## config.mk

```make
export PLATFORM = sky130hd
export DESIGN_NAME = l2_axi_bridge
export DESIGN_NICKNAME = d
export VERILOG_FILES = /design/src/rtl/l2_axi_bridge.sv
export SDC_FILE = /design/constraint.sdc
export NUM_CORES = 1
export LEC_CHECK = 0
export BUFFER_PORTS_ARGS = -buffer_cell sky130_fd_sc_hd__buf_2
export CAP_MARGIN = 0
export CORE_AREA = 10 10 292 294
export CTS_CLUSTER_DIAMETER = 150
export DETAILED_ROUTE_END_ITERATION = 12
export DIE_AREA = 0 0 302 304
export PLACE_DENSITY = 0.51
export SETUP_SLACK_MARGIN = 0.2
export SLEW_MARGIN = 20
export SYNTH_ARGS = -nofsm -noshare
export SYNTH_HDL_FRONTEND = slang
export SYNTH_SLANG_ARGS = --single-unit
```

## constraint.sdc

```tcl
create_clock -name clk -period 2.2 [get_ports clk]
set_clock_uncertainty 0.15 [all_clocks]
set_input_delay 0.11 -clock clk [delete_from_list [all_inputs] [get_ports clk]]
set_output_delay 0.11 -clock clk [all_outputs]
set_load 0.05 [all_outputs]
```

## src/rtl/l2_axi_bridge.sv

```systemverilog
// L2 mem-port responder: refills, writebacks and uncached accesses run as AXI4 bursts with a posted write buffer.
// Read-after-write line check is built only when L2AXI_RAW_CHECK_EN is defined.
module l2_axi_bridge #(
  parameter  int OFFSET_WIDTH = 3,
  localparam int LINE_W       = 32 * (1 << OFFSET_WIDTH)
) (
  input  logic              clk,
  input  logic              rstn,
  input  logic [31:0]       addr_r,
  input  logic [31:0]       addr_w,
  input  logic [LINE_W-1:0] din_line,
  input  logic              req_r,
  input  logic              req_w,
  input  logic              rdy,
  input  logic              suc,
  input  logic [3:0]        wstrb,
  input  logic [1:0]        size,
  output logic              addrok_r,
  output logic              addrok_w,
  output logic              dataok,
  output logic [LINE_W-1:0] dout_line,
  output logic [31:0]       araddr,
  output logic [7:0]        arlen,
  output logic [2:0]        arsize,
  output logic [1:0]        arburst,
  output logic              arvalid,
  input  logic              arready,
  input  logic [31:0]       rdata,
  input  logic              rlast,
  input  logic              rvalid,
  output logic              rready,
  output logic [31:0]       awaddr,
  output logic [7:0]        awlen,
  output logic [2:0]        awsize,
  output logic [1:0]        awburst,
  output logic              awvalid,
  input  logic              awready,
  output logic [31:0]       wdata,
  output logic [3:0]        wstrb_o,
  output logic              wlast,
  output logic              wvalid,
  input  logic              wready,
  input  logic              bvalid,
  output logic              bready
);

  localparam int         WORDS     = 1 << OFFSET_WIDTH;
  localparam int         LA        = OFFSET_WIDTH + 2;
  localparam logic [7:0] BURST_LEN = 8'(WORDS - 1);

  typedef enum logic [1:0] {R_IDLE, R_AR, R_DATA, R_RESP} r_state_e;
  typedef enum logic [1:0] {W_IDLE, W_AW, W_DATA, W_B} w_state_e;

  r_state_e                      r_state_q, r_state_d;
  logic [31:0]                   ar_addr_q, ar_addr_d;
  logic [7:0]                    ar_len_q, ar_len_d;
  logic [2:0]                    ar_size_q, ar_size_d;
  logic [1:0]                    ar_burst_q, ar_burst_d;
  logic [WORDS-1:0][31:0]        rbuf_q, rbuf_d;
  logic [OFFSET_WIDTH-1:0]       r_beat_q, r_beat_d;

  w_state_e                      w_state_q, w_state_d;
  logic [31:0]                   aw_addr_q, aw_addr_d;
  logic [7:0]                    aw_len_q, aw_len_d;
  logic [2:0]                    aw_size_q, aw_size_d;
  logic [1:0]                    aw_burst_q, aw_burst_d;
  logic [WORDS-1:0][31:0]        wbuf_q, wbuf_d;
  logic [3:0]                    w_strb_q, w_strb_d;
  logic [OFFSET_WIDTH-1:0]       w_beat_q, w_beat_d;

  logic raw_hazard;

`ifdef L2AXI_RAW_CHECK_EN
  // A write being accepted this cycle already counts, so a same-line read loses the tie.
  logic w_busy_hit, w_accept_hit;
  assign w_busy_hit   = (w_state_q != W_IDLE) && (aw_addr_q[31:LA] == addr_r[31:LA]);
  assign w_accept_hit = (w_state_q == W_IDLE) && req_w && (addr_w[31:LA] == addr_r[31:LA]);
  assign raw_hazard   = w_busy_hit || w_accept_hit;
`else
  assign raw_hazard = 1'b0;
`endif

  assign addrok_r  = rstn && (r_state_q == R_IDLE) && req_r && !raw_hazard;
  assign addrok_w  = rstn && (w_state_q == W_IDLE) && req_w;

  assign arvalid   = (r_state_q == R_AR);
  assign araddr    = ar_addr_q;
  assign arlen     = ar_len_q;
  assign arsize    = ar_size_q;
  assign arburst   = ar_burst_q;
  assign rready    = (r_state_q == R_DATA);
  assign dataok    = (r_state_q == R_RESP);
  assign dout_line = rbuf_q;

  assign awvalid   = (w_state_q == W_AW);
  assign awaddr    = aw_addr_q;
  assign awlen     = aw_len_q;
  assign awsize    = aw_size_q;
  assign awburst   = aw_burst_q;
  assign wvalid    = (w_state_q == W_DATA);
  assign wdata     = wvalid ? wbuf_q[w_beat_q] : 32'd0;
  assign wstrb_o   = wvalid ? w_strb_q : 4'd0;
  assign wlast     = wvalid && (w_beat_q == aw_len_q[OFFSET_WIDTH-1:0]);
  assign bready    = (w_state_q == W_B);

  always_comb begin
    r_state_d  = r_state_q;
    ar_addr_d  = ar_addr_q;
    ar_len_d   = ar_len_q;
    ar_size_d  = ar_size_q;
    ar_burst_d = ar_burst_q;
    rbuf_d     = rbuf_q;
    r_beat_d   = r_beat_q;
    case (r_state_q)
      R_IDLE: begin
        if (addrok_r) begin
          r_state_d  = R_AR;
          rbuf_d     = '0;
          r_beat_d   = '0;
          ar_burst_d = 2'b01;
          if (suc) begin
            ar_addr_d = addr_r;
            ar_len_d  = 8'd0;
            ar_size_d = {1'b0, size};
          end else begin
            ar_addr_d = {addr_r[31:LA], {LA{1'b0}}};
            ar_len_d  = BURST_LEN;
            ar_size_d = 3'd2;
          end
        end
      end
      R_AR:   if (arready) r_state_d = R_DATA;
      R_DATA: begin
        // rlast ends the burst; the counter only picks the destination word.
        if (rvalid) begin
          rbuf_d[r_beat_q] = rdata;
          r_beat_d         = r_beat_q + 1'b1;
          if (rlast) r_state_d = R_RESP;
        end
      end
      R_RESP: if (rdy) r_state_d = R_IDLE;
      default: r_state_d = R_IDLE;
    endcase
  end

  always_ff @(posedge clk) begin
    if (!rstn) begin
      r_state_q  <= R_IDLE;
      ar_addr_q  <= '0;
      ar_len_q   <= '0;
      ar_size_q  <= '0;
      ar_burst_q <= '0;
      rbuf_q     <= '0;
      r_beat_q   <= '0;
    end else begin
      r_state_q  <= r_state_d;
      ar_addr_q  <= ar_addr_d;
      ar_len_q   <= ar_len_d;
      ar_size_q  <= ar_size_d;
      ar_burst_q <= ar_burst_d;
      rbuf_q     <= rbuf_d;
      r_beat_q   <= r_beat_d;
    end
  end

  always_comb begin
    w_state_d  = w_state_q;
    aw_addr_d  = aw_addr_q;
    aw_len_d   = aw_len_q;
    aw_size_d  = aw_size_q;
    aw_burst_d = aw_burst_q;
    wbuf_d     = wbuf_q;
    w_strb_d   = w_strb_q;
    w_beat_d   = w_beat_q;
    case (w_state_q)
      W_IDLE: begin
        if (addrok_w) begin
          w_state_d  = W_AW;
          wbuf_d     = din_line;
          w_beat_d   = '0;
          aw_burst_d = 2'b01;
          if (suc) begin
            aw_addr_d = addr_w;
            aw_len_d  = 8'd0;
            aw_size_d = {1'b0, size};
            w_strb_d  = wstrb;
          end else begin
            aw_addr_d = {addr_w[31:LA], {LA{1'b0}}};
            aw_len_d  = BURST_LEN;
            aw_size_d = 3'd2;
            w_strb_d  = 4'hF;
          end
        end
      end
      W_AW:   if (awready) w_state_d = W_DATA;
      W_DATA: begin
        if (wready) begin
          if (wlast) w_state_d = W_B;
          else       w_beat_d  = w_beat_q + 1'b1;
        end
      end
      W_B:    if (bvalid) w_state_d = W_IDLE;
      default: w_state_d = W_IDLE;
    endcase
  end

  always_ff @(posedge clk) begin
    if (!rstn) begin
      w_state_q  <= W_IDLE;
      aw_addr_q  <= '0;
      aw_len_q   <= '0;
      aw_size_q  <= '0;
      aw_burst_q <= '0;
      wbuf_q     <= '0;
      w_strb_q   <= '0;
      w_beat_q   <= '0;
    end else begin
      w_state_q  <= w_state_d;
      aw_addr_q  <= aw_addr_d;
      aw_len_q   <= aw_len_d;
      aw_size_q  <= aw_size_d;
      aw_burst_q <= aw_burst_d;
      wbuf_q     <= wbuf_d;
      w_strb_q   <= w_strb_d;
      w_beat_q   <= w_beat_d;
    end
  end

endmodule

```

==> flow_metrics.py, run 1 <==
metrics = {
    "status": {
        "status": "finished, violations left",
        "violations": "negative setup slack",
    },
    "grt": {
        "antenna_found_initial": 12,
        "grt_remaining_overflow": 0,
        "grt_pass1_vias": 22600,
        "grtUsageTotal_pct": 22.1,
        "grt_max_degree": 133,
        "grt_pass1_wl_um": 154000,
    },
    "routing": {
        "drt_wl_total_um": 106000,
        "vias": 22100,
        "vias_per_cell": 4.77,
        "drt-pass1-iter-count": 7,
        "drc_errors": 0,
        "ant_nets": 0,
        "drt_iter0_drc": 1431,
        "wl_per_cell_um": 23.0,
    },
    "critical_path": {
        "worstPathArrival_ns": 2.39,
        "r2r_cells": 11,
        "startpoint_type": "flip-flop",
        "crit_required_ns": 1.94,
        "timing.rr.end": "dout_line[223]",
        "crit_type": "reg2out",
        "crit_path_end_kind": "output port",
        "critPathMaxFanout": 8,
        "cpMaxStageDelayCell": "mux4_2",
        "rrSetupSlack_ns": -0.10,
        "path_cells": "buf_12 -> buf_16 -> mux4_2 -> mux2i_1 -> buf_4 -> nor2b_4 -> buf_8",
        "reg2reg_from": "r_state_q[1]",
        "cpPeakStageDelay_ns": 0.57,
    },
    "worst_hold_path": {
        "whs_path_depth": 6,
        "hp-start": "rlast",
        "min_to": "r_state_q[0]",
        "hold_path_class": "in2reg",
    },
    "pwr": {
        "ir_drop_mv": 0.573,
        "p_leak_uw": 0.0155,
        "powerDensity_nw_per_um2": 966,
    },
    "timing": {
        "slew_violations": 0,
        "max_freq_ghz": 0.378,
        "setup_viol": 232,
        "fin_crit_ns": 2.65,
        "slew-limit-headroom_pct": 42.1,
        "rsz0062_at_grt": "true",
        "fin_crit_sh_pct": 120,
        "finalHoldViolations": 0,
        "max_slew.worst_pin.slew_ns": 0.869,
        "whs_ns": 0.0527,
        "setup_tns_ns": -19.75,
        "fin_ws_ns": -0.446,
    },
    "flow_run": {
        "drv_cap": 0,
    },
    "cts": {
        "clk_latency_ns": 0.62,
        "cts_tree": "built",
        "clockBufferDepth": 3,
        "cts_root_buffer": "clkbuf_16",
        "cts.reportedPaths.clkPinSlew_ns": 0.06,
        "cts.htree.levels": 3,
        "clock-sinks": 598,
        "cts_buffers": 69,
    },
    "cells_and_area": {
        "syn_to_final_growth_pct": 58.6,
        "nets": 3882,
        "drive_gt1_share_pct": 35.0,
        "final_core_util_pct": 46.4,
    },
    "logic_synthesis": {
        "seq_area_frac_synth_pct": 51.3,
        "netlist_instances": 2372,
        "synth_edf_count": 0,
        "netlist-cell-type-count": 43,
        "synth.most_common_cell": "nand2_1",
        "postSynthAreaPerCell_um2": 9.84,
        "ys_seq_elements": 598,
        "ys_warn_count": 0,
        "synth_top_cell_area_share_pct": 51.3,
        "yosysTopAreaCell": "dfxtp_1",
        "netlist_area_um2": 23300,
        "synth_ff_type": "dfxtp_1",
        "synth_area_leaders": "dfxtp_1 51%, nand2_1 11%, a21boi_0 10%, a22o_1 9.6%, mux4_2 6.2%",
        "synthTopCellsByCount": "674 x nand2_1, 598 x dfxtp_1, 325 x a21boi_0",
        "async_flop_share_pct": 0,
    },
    "placed_design": {
        "port_buffers": 746,
        "hpwl_um": 75500,
        "gp_congestion": 0.834,
        "place_ws_ns": -0.215,
    },
    "die": {
        "rows": 104,
        "dieWidth_um": 302,
        "pin_count": 761,
        "start_util_pct": 29.3,
        "core-area_um2": 79600,
        "die-area_um2": 91800,
        "die_h_um": 304,
    },
}
==> critical path, delay by kind of cell, from the launching register on <==
family | cells | cell delay, ns
flip-flops | 1 | 0.37
AND/OR/NAND/NOR | 1 | 0.04
multiplexers | 2 | 0.74
buffers and inverters | 4 | 0.62
==> where the power goes <==
| part | total (uW) | internal [uW] | switching, uW |
|---|---|---|---|
| combinational | 11500 | 4540 | 6920 |
| clock | 11500 | 6610 | 4930 |
| sequential | 12700 | 12000 | 685 |
==> layer usage <==
metal / vias to the layer above / GRT usage [%] / share of wire, %
li1: 10500 / - / -
met1: 10500 / 26.1 / 40
met2: 871 / 37.7 / 49
met3: 185 / 5.48 / 7.4
met4: 2 / 8.71 / 4.0
met5: - / 0 / 0.0066
==> sequential cells by signal, indices dropped and copies added, names as in the netlist, 3 cells and up <==
name	cells
dout_line	256
wbuf_q	256
araddr	32
awaddr	32
w_strb_q	4
r_beat_q	3
w_beat_q	3
==> worst max path at each step <==
stage          slack (ns)         start  depth (start not counted)             end
3_5_place_dp        -0.21  r_state_q[1]                          7  dout_line[255]
2_1_floorplan      -0.005  r_state_q[0]                          9  dout_line[129]
3_3_place_gp        -0.22  r_state_q[1]                          7  dout_line[255]
5_1_grt             -0.54   w_beat_q[0]                          7        wdata[1]
4_1_cts             -0.53   w_beat_q[0]                          6        wdata[7]
6_report            -0.45   w_beat_q[0]                          7       wdata[25]
==> timing repair <==
| action | in CTS | in global routing |
|---|---|---|
| pin swaps | 44 | 41 |
| endpoints found under the hold margin | 570 | 0 |
| resized for setup | 228 | 65 |
| hold buffers | 365 | 0 |
| cloned | 9 | 2 |
| setup buffers | 28 | 10 |
| endpoints found under the setup margin | 303 | 303 |
==> cells in the final DEF, fill, tap and decap left out, types with 4 or more instances in the layout <==
| cell type | Yosys | layout |
|---|---|---|
| a21boi_0 | 325 | 324 |
| a21oi_4 | 0 | 4 |
| a22o_1 | 257 | 257 |
| a31oi_4 | 0 | 4 |
| and2_4 | 0 | 6 |
| buf_12 | 0 | 52 |
| buf_16 | 0 | 8 |
| buf_2 | 21 | 704 |
| buf_4 | 19 | 62 |
| buf_6 | 3 | 47 |
| buf_8 | 0 | 18 |
| clkbuf_1 | 167 | 15 |
| clkbuf_16 | 0 | 73 |
| clkbuf_8 | 0 | 16 |
| clkinv_2 | 0 | 10 |
| conb_1 | 1 | 14 |
| dfxtp_1 | 598 | 591 |
| dfxtp_2 | 0 | 4 |
| diode_2 | 0 | 11 |
| dlygate4sd3_1 | 0 | 365 |
| ha_1 | 10 | 6 |
| ha_4 | 0 | 4 |
| inv_1 | 7 | 4 |
| mux2i_1 | 35 | 6 |
| mux2i_2 | 0 | 14 |
| mux2i_4 | 0 | 15 |
| mux4_2 | 64 | 64 |
| nand2_1 | 674 | 673 |
| nand3_1 | 14 | 13 |
| nand3b_1 | 4 | 4 |
| nor2_4 | 30 | 66 |
| nor2b_1 | 41 | 6 |
| nor2b_4 | 0 | 35 |
| o211a_1 | 9 | 9 |
==> cell families (layout without fill, tap and decap cells) <==
kind of cell | after synthesis | in the layout | share of synthesized area (%)
xor gates and xnor gates | 2 | 2 | 0.0751
muxes | 100 | 100 | 7.73
other | 1 | 25 | 0.0161
buffers and inverters | 225 | 1391 | 4.14
AOI/OAI and AO/OA | 613 | 613 | 21.1
adders and majority gates | 10 | 10 | 0.536
and+or+nand+nor | 823 | 823 | 15.1
DFF | 598 | 598 | 51.3
==> stage by stage <==
stage,std cells,cell area (um^2),power [uW]
global placement,4077,29300,22400
global route,4620,37000,37300
finish,4622,37000,35700
CTS,4599,36600,35700
floorplan,2385,23800,18600
detailed placement,4077,29300,22400
==> cell type report <==
type,count,area (um^2)
fillers,7500,42600
diodes,11,27.5
clock inverters,21,268
flip-flops and latches,598,12000
inverters,7,26.3
multi-input cells,1562,11500
well taps,1060,1330
repair buffers,1264,9860
clock buffers,99,1990
(Power assumes the default switching activity.)
==> inputs of run 2 (changes only) <==
Settings changed: CORE_AREA 10 10 292 294 to 2 2 292 294, DIE_AREA 0 0 302 304 to 0 0 294 296, PLACE_DENSITY 0.51 to 0.54.
==> flow_metrics.py, run 2 (same netlist as run 1, synthesis figures left out) <==
metrics = {
    "routing": {
        "ant_nets": 0,
        "vias_per_cell": 4.79,
        "drt_iter0_drc": 1234,
        "drc_errors": 0,
        "wl_per_cell_um": 22.3,
        "drt-pass1-iter-count": 5,
        "drt_wl_total_um": 104000,
        "vias": 22400,
    },
    "critical_path": {
        "cpMaxStageDelayCell": "mux4_2",
        "path_cells": "buf_12 -> buf_6 -> mux4_2 -> mux2i_4 -> nor2b_4 -> buf_4",
        "reg2reg_from": "r_state_q[0]",
        "critPathMaxFanout": 8,
        "crit_required_ns": 1.94,
        "timing.rr.end": "dout_line[204]",
        "r2r_cells": 9,
        "crit_path_end_kind": "output port",
        "cpPeakStageDelay_ns": 0.60,
        "rrSetupSlack_ns": -0.14,
        "startpoint_type": "flip-flop",
        "worstPathArrival_ns": 2.36,
        "crit_type": "reg2out",
    },
    "grt": {
        "grt_max_degree": 138,
        "grt_busiest_layer": "met2",
        "grt_use_met2_pct": 40.2,
        "use_met3_pct": 4.59,
        "grt_util_met1_pct": 25.6,
        "grt_remaining_overflow": 0,
        "grt_pass1_wl_um": 145000,
        "grt_pass1_vias": 22000,
        "grtUsageTotal_pct": 22.3,
        "antenna_found_initial": 10,
    },
    "pwr": {
        "combinationalPowerShare_pct": 34.3,
        "clkPwrFrac_pct": 31.1,
        "swShare_pct": 35.1,
        "powerDensity_nw_per_um2": 984,
        "switching_power_uw": 13000,
        "ir_drop_mv": 0.573,
        "seqPwrFrac_pct": 34.7,
        "p_leak_uw": 0.0158,
        "p_int_uw": 24000,
    },
    "cts": {
        "cts.reportedPaths.clkPinSlew_ns": 0.06,
        "cts_tree": "built",
        "clock-sinks": 598,
        "clk_latency_ns": 0.60,
        "cts.htree.levels": 3,
        "cts_root_buffer": "clkbuf_16",
        "cts_buffers": 67,
        "clockBufferDepth": 3,
    },
    "worst_hold_path": {
        "min_to": "r_state_q[0]",
        "hold_path_class": "in2reg",
        "whs_path_depth": 6,
        "hp-start": "rlast",
    },
    "die": {
        "rows": 107,
        "dieWidth_um": 294,
        "pin_count": 761,
        "core-area_um2": 84200,
        "die-area_um2": 87000,
        "start_util_pct": 27.7,
        "die_h_um": 296,
    },
    "timing": {
        "setup_tns_ns": -22.08,
        "rsz0062_at_grt": "true",
        "slew_violations": 0,
        "fin_crit_ns": 2.62,
        "slew-limit-headroom_pct": 64.0,
        "whs_ns": 0.0855,
        "fin_ws_ns": -0.417,
        "fin_crit_sh_pct": 119,
        "setup_viol": 164,
        "max_freq_ghz": 0.382,
        "max_slew.worst_pin.slew_ns": 0.539,
        "finalHoldViolations": 0,
    },
    "flow_run": {
        "drv_cap": 0,
    },
    "cells_and_area": {
        "final_cell_mix": "706 x buf_2, 673 x nand2_1, 591 x dfxtp_1",
        "num-fill-cells": 7938,
        "nets": 3922,
        "final_common_cell": "buf_2",
        "syn_to_final_growth_pct": 61.1,
        "drive_gt1_share_pct": 35.6,
    },
    "status": {
        "status": "finished, violations left",
        "violations": "negative setup slack",
    },
    "placed_design": {
        "gp_congestion": 0.848,
        "hpwl_um": 70500,
        "place_ws_ns": -0.272,
        "port_buffers": 746,
    },
}
## run 2: cell count changes in the layout (fill, tap and decap cells not counted), moves of 3 or more
cell and change:
buf_6 +10, buf_16 +17, mux2i_4 +8, diode_2 -5, buf_4 +30, buf_12 -13
buf_8 -7, clkbuf_1 +5, mux2i_2 -8, clkbuf_16 +3
## run 2: area by class of cell
type | instances | area (um^2) | share of cell area, %
sequential | 598 | 12000 | 31.9
multi-input combinational | 1562 | 11600 | 30.8
timing repair buffer | 1306 | 10400 | 27.7
clock buffer | 101 | 1940 | 5.17
tap | 1090 | 1360 | 3.63
clock inverter | 20 | 292 | 0.776
inverter | 7 | 28.8 | 0.0766
antenna | 6 | 15.0 | 0.0399
## run 2: power by group through the flow
stage          clock, uW  combinational (uW)  sequential [uW]
3_3_place_gp           0                9260            13000
5_1_grt            12100               13400            12900
4_1_cts            11700               11800            12800
2_1_floorplan          0                4920            13700
3_5_place_dp           0                9300            13000
6_report           11500               12700            12800
## run 2: through the flow
| stage | util [%] | area (um^2) | total power [uW] | std cells |
|---|---|---|---|---|
| 2_1_floorplan | - | 23800 | 18600 | 2385 |
| 3_3_place_gp | 34.7 | 29300 | 22300 | 4116 |
| 3_5_place_dp | 34.7 | 29300 | 22300 | 4116 |
| 4_1_cts | 43.8 | 36900 | 36400 | 4657 |
| 5_1_grt | 44.6 | 37600 | 38400 | 4685 |
| 6_report | 44.6 | 37600 | 37000 | 4690 |
## run 2: what timing repair did
action / CTS / global route
endpoints found under the setup margin: 307 / 318
hold buffers: 367 / 0
buffers inserted: 36 / 18
pin swaps: 56 / 36
cloned: 17 / 9
hold endpoints to repair: 555 / 0
gates resized for setup: 241 / 67
## run 2: metal layers
| metal | up-vias | wire [um] |
|---|---|---|
| li1 | 10600 | - |
| met1 | 10800 | 40300 |
| met2 | 919 | 52900 |
| met3 | 185 | 7180 |
| met4 | 8 | 3990 |
| met5 | - | 49 |
## run 2: worst max path at each step
stage	end	startpoint	slack [ns]
floorplan	dout_line[129]	r_state_q[0]	-0.005
global placement	dout_line[255]	r_state_q[1]	-0.26
detailed placement	dout_line[255]	r_state_q[1]	-0.27
CTS	wdata[1]	w_beat_q[0]	-0.51
global route	wdata[5]	w_beat_q[0]	-0.49
finish	wdata[8]	w_beat_q[0]	-0.42
## run 2: worst max-delay path, delay by kind of cell (launching register included)
kind | cells | cell delay, ns
AND/OR/NAND/NOR | 1 | 0.05
multiplexers | 2 | 0.81
buffers and inverters | 3 | 0.50
flip-flops | 1 | 0.37
